**src/rtl/uart_io_ctrl.sv**
```systemverilog
`default_nettype none
// ============================================================================
//  Module   : uart_io_ctrl
//  Purpose  : Sequences byte-wide CPU loads/stores onto a UART FIFO pair.
//             Address 0 is the data register (push TX / pop RX), address 1
//             is the status register {tx_full, rx_empty}. Every FIFO wait is
//             bounded by a cycle timeout that completes the access with an
//             error flag instead of stalling the CPU forever.
//  Revision : 1.0 - initial release
// ============================================================================
module uart_io_ctrl #(
    parameter int TIMEOUT_CYCLES = 1000000
) (
    input  logic       clk,
    input  logic       rst,
    input  logic       io_req,
    input  logic       io_we,
    input  logic       io_addr,
    input  logic [7:0] io_wdata,
    output logic [7:0] io_rdata,
    output logic       io_ack,
    output logic       io_err,
    output logic       io_busy,
    output logic       uart_rd,
    output logic       uart_wr,
    output logic [7:0] uart_wdata,
    input  logic [7:0] uart_rdata,
    input  logic       tx_full,
    input  logic       rx_empty
);

    // Counter must be able to hold TIMEOUT_CYCLES itself.
    localparam int                 c_CNT_W    = (TIMEOUT_CYCLES < 2) ? 1 : $clog2(TIMEOUT_CYCLES + 1);
    localparam logic [c_CNT_W-1:0] c_TMO_LAST = c_CNT_W'(TIMEOUT_CYCLES);
    localparam logic               c_TMO_EN   = (TIMEOUT_CYCLES != 0);

    localparam logic [2:0] c_ST_IDLE     = 3'd0;
    localparam logic [2:0] c_ST_STATUS   = 3'd1;
    localparam logic [2:0] c_ST_WAIT_TX  = 3'd2;
    localparam logic [2:0] c_ST_WR_PULSE = 3'd3;
    localparam logic [2:0] c_ST_WAIT_RX  = 3'd4;
    localparam logic [2:0] c_ST_RD_PULSE = 3'd5;
    localparam logic [2:0] c_ST_DONE     = 3'd6;

    logic [2:0]         r_state;
    logic               r_we;
    logic [7:0]         r_wdata;
    logic [c_CNT_W-1:0] r_timeoutCnt;

    logic [2:0]         w_nextState;
    logic               w_nextWe;
    logic [7:0]         w_nextWdata;
    logic [c_CNT_W-1:0] w_nextCnt;
    logic [7:0]         w_nextRdata;
    logic               w_nextAck;
    logic               w_nextErr;
    logic               w_nextUartRd;
    logic               w_nextUartWr;
    logic [7:0]         w_nextUartWdata;
    logic               w_timeoutHit;

    // A wait gives up once the counter has seen TIMEOUT_CYCLES stalled cycles
    // and the FIFO is still not ready, landing the ack at TIMEOUT_CYCLES+2.
    assign w_timeoutHit = c_TMO_EN && (r_timeoutCnt == c_TMO_LAST);

    assign io_busy = (r_state != c_ST_IDLE);

    // Next-state and next-output decode; every pulse is scheduled one state
    // ahead so that the registered outputs line up with their state.
    always_comb begin
        w_nextState     = r_state;
        w_nextWe        = r_we;
        w_nextWdata     = r_wdata;
        w_nextCnt       = r_timeoutCnt;
        w_nextRdata     = io_rdata;
        w_nextAck       = 1'b0;
        w_nextErr       = 1'b0;
        w_nextUartRd    = 1'b0;
        w_nextUartWr    = 1'b0;
        w_nextUartWdata = uart_wdata;

        case (r_state)
            c_ST_IDLE: begin
                if (io_req) begin
                    w_nextWe    = io_we;
                    w_nextWdata = io_wdata;
                    w_nextCnt   = '0;
                    if (io_addr)
                        w_nextState = c_ST_STATUS;
                    else if (io_we)
                        w_nextState = c_ST_WAIT_TX;
                    else
                        w_nextState = c_ST_WAIT_RX;
                end
            end

            c_ST_STATUS: begin
                // Writes to the status register are accepted and dropped.
                if (!r_we)
                    w_nextRdata = {6'b0, tx_full, rx_empty};
                w_nextAck   = 1'b1;
                w_nextState = c_ST_DONE;
            end

            c_ST_WAIT_TX: begin
                if (!tx_full) begin
                    w_nextUartWdata = r_wdata;
                    w_nextUartWr    = 1'b1;
                    w_nextState     = c_ST_WR_PULSE;
                end else if (w_timeoutHit) begin
                    w_nextErr   = 1'b1;
                    w_nextAck   = 1'b1;
                    w_nextState = c_ST_DONE;
                end else if (c_TMO_EN) begin
                    w_nextCnt = r_timeoutCnt + 1'b1;
                end
            end

            c_ST_WR_PULSE: begin
                w_nextAck   = 1'b1;
                w_nextState = c_ST_DONE;
            end

            c_ST_WAIT_RX: begin
                // The RX head is captured here; the pop follows a cycle later.
                if (!rx_empty) begin
                    w_nextRdata  = uart_rdata;
                    w_nextUartRd = 1'b1;
                    w_nextState  = c_ST_RD_PULSE;
                end else if (w_timeoutHit) begin
                    w_nextRdata = 8'h00;
                    w_nextErr   = 1'b1;
                    w_nextAck   = 1'b1;
                    w_nextState = c_ST_DONE;
                end else if (c_TMO_EN) begin
                    w_nextCnt = r_timeoutCnt + 1'b1;
                end
            end

            c_ST_RD_PULSE: begin
                w_nextAck   = 1'b1;
                w_nextState = c_ST_DONE;
            end

            c_ST_DONE: begin
                w_nextState = c_ST_IDLE;
            end

            default: begin
                w_nextState = c_ST_IDLE;
            end
        endcase
    end

    // State, latched request and registered outputs; reset aborts any access.
    always_ff @(posedge clk or posedge rst) begin
        if (rst) begin
            r_state      <= c_ST_IDLE;
            r_we         <= 1'b0;
            r_wdata      <= 8'h00;
            r_timeoutCnt <= '0;
            io_rdata     <= 8'h00;
            io_ack       <= 1'b0;
            io_err       <= 1'b0;
            uart_rd      <= 1'b0;
            uart_wr      <= 1'b0;
            uart_wdata   <= 8'h00;
        end else begin
            r_state      <= w_nextState;
            r_we         <= w_nextWe;
            r_wdata      <= w_nextWdata;
            r_timeoutCnt <= w_nextCnt;
            io_rdata     <= w_nextRdata;
            io_ack       <= w_nextAck;
            io_err       <= w_nextErr;
            uart_rd      <= w_nextUartRd;
            uart_wr      <= w_nextUartWr;
            uart_wdata   <= w_nextUartWdata;
        end
    end

endmodule
`default_nettype wire
```
**config.mk**
```make
export PLATFORM = sky130hd
export DESIGN_NAME = uart_io_ctrl
export DESIGN_NICKNAME = d
export VERILOG_FILES = /design/src/rtl/uart_io_ctrl.sv
export SDC_FILE = /design/constraint.sdc
export NUM_CORES = 1
export LEC_CHECK = 0
export ABC_CLOCK_PERIOD_IN_PS = 1910
export BUFFER_PORTS_ARGS = -buffer_cell sky130_fd_sc_hd__buf_2
export CORE_MARGIN = 2
export CORE_UTILIZATION = 50
export CTS_BUF_LIST = sky130_fd_sc_hd__clkbuf_16
export DETAILED_ROUTE_END_ITERATION = 10
export PLACE_DENSITY = 0.75
export SYNTH_ARGS = -nofsm -noshare
export SYNTH_HDL_FRONTEND = slang
export SYNTH_SLANG_ARGS = --single-unit
```
**constraint.sdc**
```tcl
create_clock -name clk -period 1.91 [get_ports clk]
set_input_delay 0.0955 -clock clk [delete_from_list [all_inputs] [get_ports clk]]
set_output_delay 0.0955 -clock clk [all_outputs]
set_load 0.1 [all_outputs]
```
==> results by group, run 1 <==
Outcome
  – Outcome: completed

Routing
  – Routed vias/inst: 5.381
  – Routed len/inst: 14.48 um
  – # DRC: 0
  – DRT Pass-1 Iters: 5
  – Wirelength, routed: 5096 um
  – Vias: 1894
  – DR iter-0 viols: 95
  – DRT antenna net count: 0

CTS
  – Clk buf depth: 2
  – Num Clock Sinks: 52
  – Reg clk slew, reported paths: 70 ps
  – CTS tree: built
  – CTS Buf Count: 5
  – Clk_lat worst skew: 290 ps
  – H-tree levels: 2
  – Root Buffer: clkbuf_16

STA
  – Worst Tran Pin Value: 530.4 ps
  – Setup violations, final: 0
  – Setup TNS: 0 ps
  – Final hold vios: 0
  – Ratio of final minimum period to clock period: 0.9391
  – Max-slew headroom: 0.6459
  – Max Freq: 557.5 MHz
  – Fin crit period: 1794 ps
  – RSZ-0062 raised after global routing: no
  – Max Slew Vio Count: 0
  – Skew final: 8.750 ps

Logic synthesis
  – Most common library cells after synthesis: dfrtp_1 (52), mux2_2 (19), nor2_1 (18), xnor2_1 (15)
  – Synth Instances: 220
  – Post-Synth Simple-Gate Area: 0.2024
  – Synthesized flop and latch total: 52
  – Post-synthesis sequential area ratio: 0.5172
  – Synth area leaders: dfrtp_1 (52%), mux2_2 (8.5%), xnor2_1 (5.2%)
  – Most common cell in the netlist: dfrtp_1
  – Async set-reset flop share out of synthesis: 1.000
  – Synth Area in Adders: 0.009945
  – Synth area leader: dfrtp_1
  – Synth cell types: 44
  – Number of flops mapped to enable cells by yosys: 0
  – Ys flop type: dfrtp_1
  – Post-synthesis cell area: 2516 sq um
  – Post-synth top area share: 0.5172
  – Main combinational cell family by area after synthesis: simple AND/OR/NAND/NOR gates
  – Syn_area_per_cell: 11.44 sq um
  – YS warnings: 0
  – Mapped Nets: 245
  – Synth Area in XOR/XNOR: 0.05221
  – Compound-gate portion of the synthesized area: 0.08205
  – Post-synthesis mux area share: 0.08901

Pwr
  – Combinational power share: 0.548
  – PwrDens: 1738 nW/um^2
  – Internal power: 2735 uW
  – Peak supply drop: 0.001071 V
  – Sw Ratio: 0.4979
  – Leak: 0.001432 uW
  – Part of the power in registers: 0.293
  – Clk pwr share: 0.159
  – Switching power: 2713 uW

Global routing
  – Global-route wire length before repair: 8183 um
  – Total overflow reported by the global router: 0
  – Initial antenna violation count: 0
  – Gr usage total: 0.1919
  – Vias in the first global route: 1709
  – Pin count of the biggest net entering global routing: 30

Worst hold path
  – Worst hold path class: input port to register

Layout
  – Inserted Diodes: 0
  – Layout area overhead: 24.57%
  – Layout cells sized above 1: 0.3965
  – Nets@finish: 309
  – Final Non-Filler Cells: 352

Critical path
  – CP startpoint kind: register
  – Critical Path Slowest Stage Cell: or4bb_1
  – Crit end category: register
  – CP peak stage delay: 510 ps
  – Data required, critical path: 2090 ps
  – WS Path Type: register to register
  – Cell Chain, Critical Path: or4bb_1, nor3_2, and3_4, a31oi_4, a22o_1
  – Reg2Reg Setup Slack: 120 ps
  – Worst EP arrival: 1970 ps
  – Maximum fanout along the worst path: 8

Flow run
  – Max-Cap Viols: 0

Floorplan
  – Die Width: 74.94 um
  – Die area: 5616 sq um
  – # rows: 25
  – Die height: 74.94 um
  – I/O pin cnt: 44
  – Starting Density: 0.5258
  – Core footprint: 4786 sq um

Placement
  – RD Place Congestion: 0.7828
  – PortBufs: 43
  – Detailed Place HPWL: 3569 um
  – # placed instances: 341
power groups by stage:
stage | Combinational, uW | Sequential [uW] | Clock (uW)
finish | 2980 | 1600 | 868
floorplan | 1100 | 2900 | 0
detailed placement | 2940 | 1620 | 0
global placement | 2920 | 1600 | 0
CTS | 2960 | 1600 | 892
global route | 3140 | 1640 | 937
metrics by stage:
step           total power, uW    util  setup WS (ps)  hold WS [ps]  instance area (sq um)
5_1_grt                   5721  0.6549          5.594         19.60                   3134
2_1_floorplan             4002       -          6.209         188.3                   2526
4_1_cts                   5452  0.6473          16.90         22.06                   3098
6_report                  5448  0.6549          116.4         26.90                   3134
3_5_place_dp              4563  0.6149          46.02         164.8                   2943
3_3_place_gp              4518  0.6149          77.83         170.2                   2943
timing repair:
action | in CTS | in global routing
endpoints found under the setup margin | 0 | 21
hold endpoints to repair | 23 | 0
gates resized for setup | 0 | 5
buffers inserted | 0 | 2
hold buffers | 1 | 0
cell usage in the layout, fill, tap and decap left out, types with 3 or more instances in the layout:
cell and n:
dfrtp_1 52, buf_2 43, buf_4 21, mux2_2 19
nor2_1 18, xnor2_1 15, nand2_1 11, nor3_1 11
inv_1 9, nand3_1 9, nor4_1 7, a22o_1 7
a21oi_1 6, clkbuf_16 5, nor4bb_1 3, or3_1 3
o21ai_0 3, buf_12 3
registers in the layout, indices dropped and copies added, names as in the netlist:
signal / count
r_we: 1
io_ack: 1
r_timeoutCnt: 20
r_state: 3
uart_rd: 1
io_rdata: 8
io_err: 1
r_wdata: 8
uart_wr: 1
uart_wdata: 8
worst paths after layout:
kind	start	endpoint	depth (start not counted)
worst max-delay path	r_timeoutCnt[2]$_DFFE_PP0P_	io_rdata[2]$_DFFE_PP0P_	5
worst min-delay path	uart_rdata[6]	io_rdata[6]$_DFFE_PP0P_	2
worst max register to register	r_timeoutCnt[2]$_DFFE_PP0P_	io_rdata[2]$_DFFE_PP0P_	5
worst min register to register	io_rdata[3]$_DFFE_PP0P_	io_rdata[3]$_DFFE_PP0P_	1
max in group asynchronous	rst	r_timeoutCnt[7]$_DFFE_PP0P_	4
min in group asynchronous	rst	uart_wdata[1]$_DFFE_PP0P_	3
cell families (layout without fill, tap and decap cells):
kind of cell	Yosys count	count (layout)
compound gates	27	27
xor+xnor	15	15
fa+ha+maj	2	2
buf+inv	20	85
flops	52	52
mux	20	20
simple gates	84	84
critical path: cells and delay by family (launching register included):
kind,cells,cell delay [ps]
flops,1,380
compound gates,2,350
simple gates,3,950
per-layer routing:
layer	wire length, um	global-route usage	vias to the layer above
li1	-	-	920
met1	2325	0.2663	913
met2	2517	0.3051	50
met3	185	0.04016	11
met4	68	0.05754	0
met5	0	0	-
final cells by class:
cell class              count  area, sq um
fillers                   363         1652
flip-flops and latches     52         1301
multi-input cells         148         1127
repair buffers             68        442.9
clock buffers               5        125.1
well taps                  67        83.83
inverters                   9        33.78
clock inverters             3        20.02
Power figures use the tool's default switching activity.
==> run 2, diff against run 1 <==
- CORE_ASPECT_RATIO: default -> 0.7
- SLEW_MARGIN: default -> 20
==> results by group, run 2 (synthesis results as in run 1) <==
Outcome
  – Outcome: completed

Critical path
  – Crit Reg-Reg Startpoint: r_timeoutCnt[2]$_DFFE_PP0P_
  – Reg2Reg Setup Slack: 9 ps
  – Worst-case reg-to-reg path depth: 6
  – Maximum fanout along the worst path: 6
  – Crit end category: register
  – Reg2reg end: r_state[1]$_DFFE_PP0P_
  – Worst EP arrival: 2110 ps
  – Data required, critical path: 2120 ps
  – CP startpoint kind: register
  – WS Path Type: register to register

STA
  – Max Slew Vio Count: 0
  – Ratio of final minimum period to clock period: 0.9952
  – Skew final: 4.909 ps
  – RSZ-0062 raised after global routing: yes
  – Final Worst Setup Slack: 9.168 ps
  – Setup violations, final: 0
  – Worst Tran Pin Value: 469.9 ps
  – Max Freq: 526.1 MHz
  – Final hold vios: 0
  – Setup TNS: 0 ps
  – Fin crit period: 1901 ps
  – Max-slew headroom: 0.6824

CTS
  – Reg clk slew, reported paths: 70 ps
  – CTS tree: built
  – H-tree levels: 2
  – Root Buffer: clkbuf_16
  – Num Clock Sinks: 52
  – Clk_lat worst skew: 300 ps
  – Clk buf depth: 2
  – CTS Buf Count: 5

Layout
  – Layout area overhead: 26.01%
  – Nets@finish: 310
  – Commonest non-fill, non-tap cell in the layout: dfrtp_1
  – Most frequent cells in the layout: dfrtp_1 (52), buf_2 (43), buf_4 (22)
  – Inserted Diodes: 0
  – Largest register by flop count: r_timeoutCnt
  – Max reg flops: 20
  – Layout cells sized above 1: 0.4056

Floorplan
  – Starting Density: 0.5233
  – Die Width: 88.79 um
  – Die area: 5625 sq um
  – Die height: 63.35 um
  – Core footprint: 4808 sq um
  – # rows: 21
  – I/O pin cnt: 44

Global routing
  – Pin count of the biggest net entering global routing: 28
  – Initial antenna violation count: 0
  – Global-route wire length before repair: 9349 um
  – Total overflow reported by the global router: 0
  – Gr usage total: 0.2173
  – Met1 GRT Util: 0.3290
  – Met2 usage: 0.3097
  – Vias in the first global route: 1887
  – Met3 usage: 0.06029
  – GR peak layer: met1

Worst hold path
  – Hold_sp: uart_rdata[3]
  – Worst hold path class: input port to register
  – WHS Endpoint: io_rdata[3]$_DFFE_PP0P_
  – WHS Path Cells: 2

Routing
  – Routed vias/inst: 5.417
  – Wirelength, routed: 5507 um
  – DRT Pass-1 Iters: 4
  – Routed len/inst: 15.51 um
  – DR iter-0 viols: 158
  – DRT antenna net count: 0
  – # DRC: 0
  – Vias: 1923

Flow run
  – Max-Cap Viols: 0

Placement
  – PortBufs: 43
  – Dpl ws: 45.42 ps
  – Detailed Place HPWL: 3930 um
  – RD Place Congestion: 0.8390

Pwr
  – Peak supply drop: 0.001153 V
  – Design Power: 5663 uW
  – PwrDens: 1786 nW/um^2
  – Leak: 0.001449 uW
run 2: metal layers:
layer	part of all wire	wire [um]	up-vias
met5	0	0	-
met4	0.012	68	0
met3	0.038	212	11
met2	0.44	2442	45
met1	0.51	2784	945
li1	-	-	922
run 2: worst max path at each step:
stage / depth (start not counted) / slack (ps) / to / from
6_report: 6 / 9 / r_state[1]$_DFFE_PP0P_ / r_timeoutCnt[2]$_DFFE_PP0P_
5_1_grt: 5 / -50 / io_rdata[7]$_DFFE_PP0P_ / r_timeoutCnt[2]$_DFFE_PP0P_
4_1_cts: 7 / 9 / r_timeoutCnt[19]$_DFFE_PP0P_ / r_timeoutCnt[1]$_DFFE_PP0P_
3_5_place_dp: 7 / 50 / r_timeoutCnt[2]$_DFFE_PP0P_ / r_timeoutCnt[1]$_DFFE_PP0P_
3_3_place_gp: 5 / 80 / io_rdata[7]$_DFFE_PP0P_ / r_timeoutCnt[11]$_DFFE_PP0P_
2_1_floorplan: 5 / 6 / r_wdata[0]$_DFFE_PP0P_ / r_state[1]$_DFFE_PP0P_
run 2: report_power, final:
group,total [uW],internal [uW],leakage (uW),switching (uW)
Combinational,3030,838,0.000690,2200
Sequential,1610,1430,0.000673,177
Clock,1020,618,0.0000856,401
Total,5660,2890,0.00145,2770
run 2: cell type report:
type | count | area [sq um]
fillers | 380 | 1638
flip-flops and latches | 52 | 1301
multi-input cells | 148 | 1140
repair buffers | 69 | 441.7
clock buffers | 5 | 125.1
well taps | 69 | 86.33
clock inverters | 3 | 42.54
inverters | 9 | 33.78
run 2: what timing repair did:
action                                  4_1_cts  5_1_grt
endpoints found under the hold margin        15        0
hold buffers                                  1        0
pin swaps                                     0        4
setup buffers                                 0        1
endpoints found under the setup margin        1       17
gates resized for setup                       1        7
run 2: metrics by stage:
| step | cells | hold slack [ps] | util | cell area, sq um |
|---|---|---|---|---|
| floorplan | 220 | 188.3 | - | 2526 |
| global placement | 345 | 72.87 | 0.6131 | 2948 |
| detailed placement | 345 | 79.85 | 0.6131 | 2948 |
| CTS | 354 | 19.59 | 0.6503 | 3127 |
| global route | 355 | 26.15 | 0.6594 | 3171 |
| finish | 355 | 21.96 | 0.6594 | 3171 |
run 2: critical path: stages, from the launching register on:
cell,delay [ps]
dfrtp_1,440
or4bb_1,520
nor3_2,210
and3_4,240
buf_4,150
nand3_1,80
a31oi_1,180
==> run 3, diff against run 2 <==
- SETUP_SLACK_MARGIN: default -> 0.15
==> results by group, run 3 (synthesis results as in run 1) <==
Routing
  – Met1 Routed Length: 2762 um
  – # DRC: 0
  – Met3 WL: 393 um
  – Vias: 2062
  – Wirelength, routed: 6415 um
  – Highest routed layer: met4
  – Routed vias/inst: 5.528
  – Routed len/inst: 17.20 um
  – DRT Pass-1 Iters: 4
  – DRT antenna net count: 0
  – DR iter-0 viols: 169
  – Met2 WL: 3173 um

Floorplan
  – # rows: 21
  – Core footprint: 4808 sq um
  – I/O pin cnt: 44
  – Die area: 5625 sq um
  – Die height: 63.35 um
  – Starting Density: 0.5233
  – Die Width: 88.79 um

Pwr
  – Clk pwr share: 0.152
  – PwrDens: 1712 nW/um^2
  – Peak supply drop: 0.001383 V
  – Leak: 0.001606 uW
  – Sw Ratio: 0.4939
  – Part of the power in registers: 0.270
  – Internal power: 3024 uW
  – Combinational power share: 0.578
  – Switching power: 2951 uW

STA
  – Ratio of final minimum period to clock period: 0.9832
  – Max Slew Vio Count: 0
  – RSZ-0062 raised after global routing: yes
  – Max-slew headroom: 0.6710
  – Final hold vios: 0
  – Final Worst Setup Slack: 32.08 ps
  – Skew final: 7.279 ps
  – Fin crit period: 1878 ps
  – Max Freq: 532.5 MHz
  – Setup violations, final: 0
  – Worst Tran Pin Value: 496.9 ps

Layout
  – Nets@finish: 328
  – Largest register by flop count: r_timeoutCnt
  – Layout cells sized above 1: 0.5000
  – Final Non-Filler Cells: 373
  – Commonest non-fill, non-tap cell in the layout: dfrtp_1
  – Max reg flops: 20
  – Most frequent cells in the layout: dfrtp_1 (48), buf_2 (42), buf_4 (32)
  – Layout area overhead: 38.69%
  – Inserted Diodes: 0

Placement
  – # placed instances: 348
  – Dpl ws: 39.61 ps
  – RD Place Congestion: 0.8030
  – PortBufs: 43
  – Detailed Place HPWL: 3686 um

Critical path
  – CP startpoint kind: register
  – Cell Chain, Critical Path: or4_4, nor3_4, and3_4, a31oi_4, a22o_1
  – Worst EP arrival: 2060 ps
  – Maximum fanout along the worst path: 8
  – WS Path Type: register to register
  – Crit end category: register
  – Data required, critical path: 2090 ps
  – CP peak stage delay: 570 ps
  – Critical Path Slowest Stage Cell: or4_4

CTS
  – Num Clock Sinks: 52
  – CTS tree: built
  – Clk_lat worst skew: 290 ps
  – Reg clk slew, reported paths: 70 ps
  – Root Buffer: clkbuf_16
  – CTS Buf Count: 5
  – Clk buf depth: 2
  – H-tree levels: 2

Global routing
  – Initial antenna violation count: 0
  – Global-route wire length before repair: 9501 um
  – Pin count of the biggest net entering global routing: 53
  – Total overflow reported by the global router: 0
  – Gr usage total: 0.2210
  – Vias in the first global route: 1934

Worst hold path
  – Worst hold path class: input port to register

Flow run
  – Max-Cap Viols: 0

Outcome
  – Outcome: completed
## run 3: cell types whose count changed in the layout (fill, tap and decap cells not counted), sizes merged
cell,before,now
bufinv,1,0
bufbuf,0,1
clkbuf,5,7
buf,68,83
clkinvlp,0,1
## run 3: power by group through the flow
stage / combinational, uW / clock (uW) / sequential, uW
6_report: 3450 / 908 / 1620
4_1_cts: 3190 / 923 / 1610
2_1_floorplan: 1140 / 0 / 2900
3_3_place_gp: 2950 / 0 / 1620
5_1_grt: 3580 / 981 / 1660
3_5_place_dp: 3000 / 0 / 1630
## run 3: final timing paths
path	from	end	slack, ps	depth (start not counted)
min reg2reg	io_rdata[4]$_DFFE_PP0P_	io_rdata[4]$_DFFE_PP0P_	500	1
min	uart_rdata[7]	io_rdata[7]$_DFFE_PP0P_	20	2
max reg2reg	r_timeoutCnt[11]$_DFFE_PP0P_	io_rdata[6]$_DFFE_PP0P_	30	5
max	r_timeoutCnt[11]$_DFFE_PP0P_	io_rdata[6]$_DFFE_PP0P_	30	5
min in group asynchronous	rst	uart_wdata[3]$_DFFE_PP0P_	390	4
max in group asynchronous	rst	r_state[0]$_DFFE_PP0P_	1270	4
## run 3: timing repair
action / 4_1_cts / 5_1_grt
pin swaps: 3 / 9
hold buffers: 1 / 0
endpoints found under the hold margin: 52 / 0
setup endpoints to repair: 31 / 33
gates cloned: 1 / 1
setup buffers: 6 / 8
gates resized for setup: 15 / 26
## run 3: final cells by class
type	count	area, sq um
timing repair buffer	87	633.1
sequential	52	1306
clock inverter	3	25.02
clock buffer	5	125.1
multi-input combinational	148	1280
fill	327	1319
inverter	9	33.78
tap	69	86.33
## run 3: critical path: cells and delay by family, from the launching register on
| kind | cells | cell delay [ps] |
|---|---|---|
| flops | 1 | 390 |
| simple gates | 3 | 1030 |
| compound gates | 2 | 350 |
## run 3: stage by stage
step	total power [uW]	utilization	TNS (ps)	instance area [sq um]	hold WS (ps)
2_1_floorplan	4038	-	0	2544	188.3
3_3_place_gp	4564	0.6232	0	2997	162.2
3_5_place_dp	4636	0.6232	0	2997	161.8
4_1_cts	5729	0.6859	0	3298	18.66
5_1_grt	6222	0.7257	-111.2	3490	21.17
6_report	5975	0.7257	0	3490	20.43
## run 3: routing by layer
| layer | up-vias | track usage |
|---|---|---|
| met5 | - | 0 |
| met4 | 0 | 0.07197 |
| met3 | 11 | 0.04718 |
| met2 | 77 | 0.3312 |
| met1 | 1012 | 0.3201 |
| li1 | 962 | - |
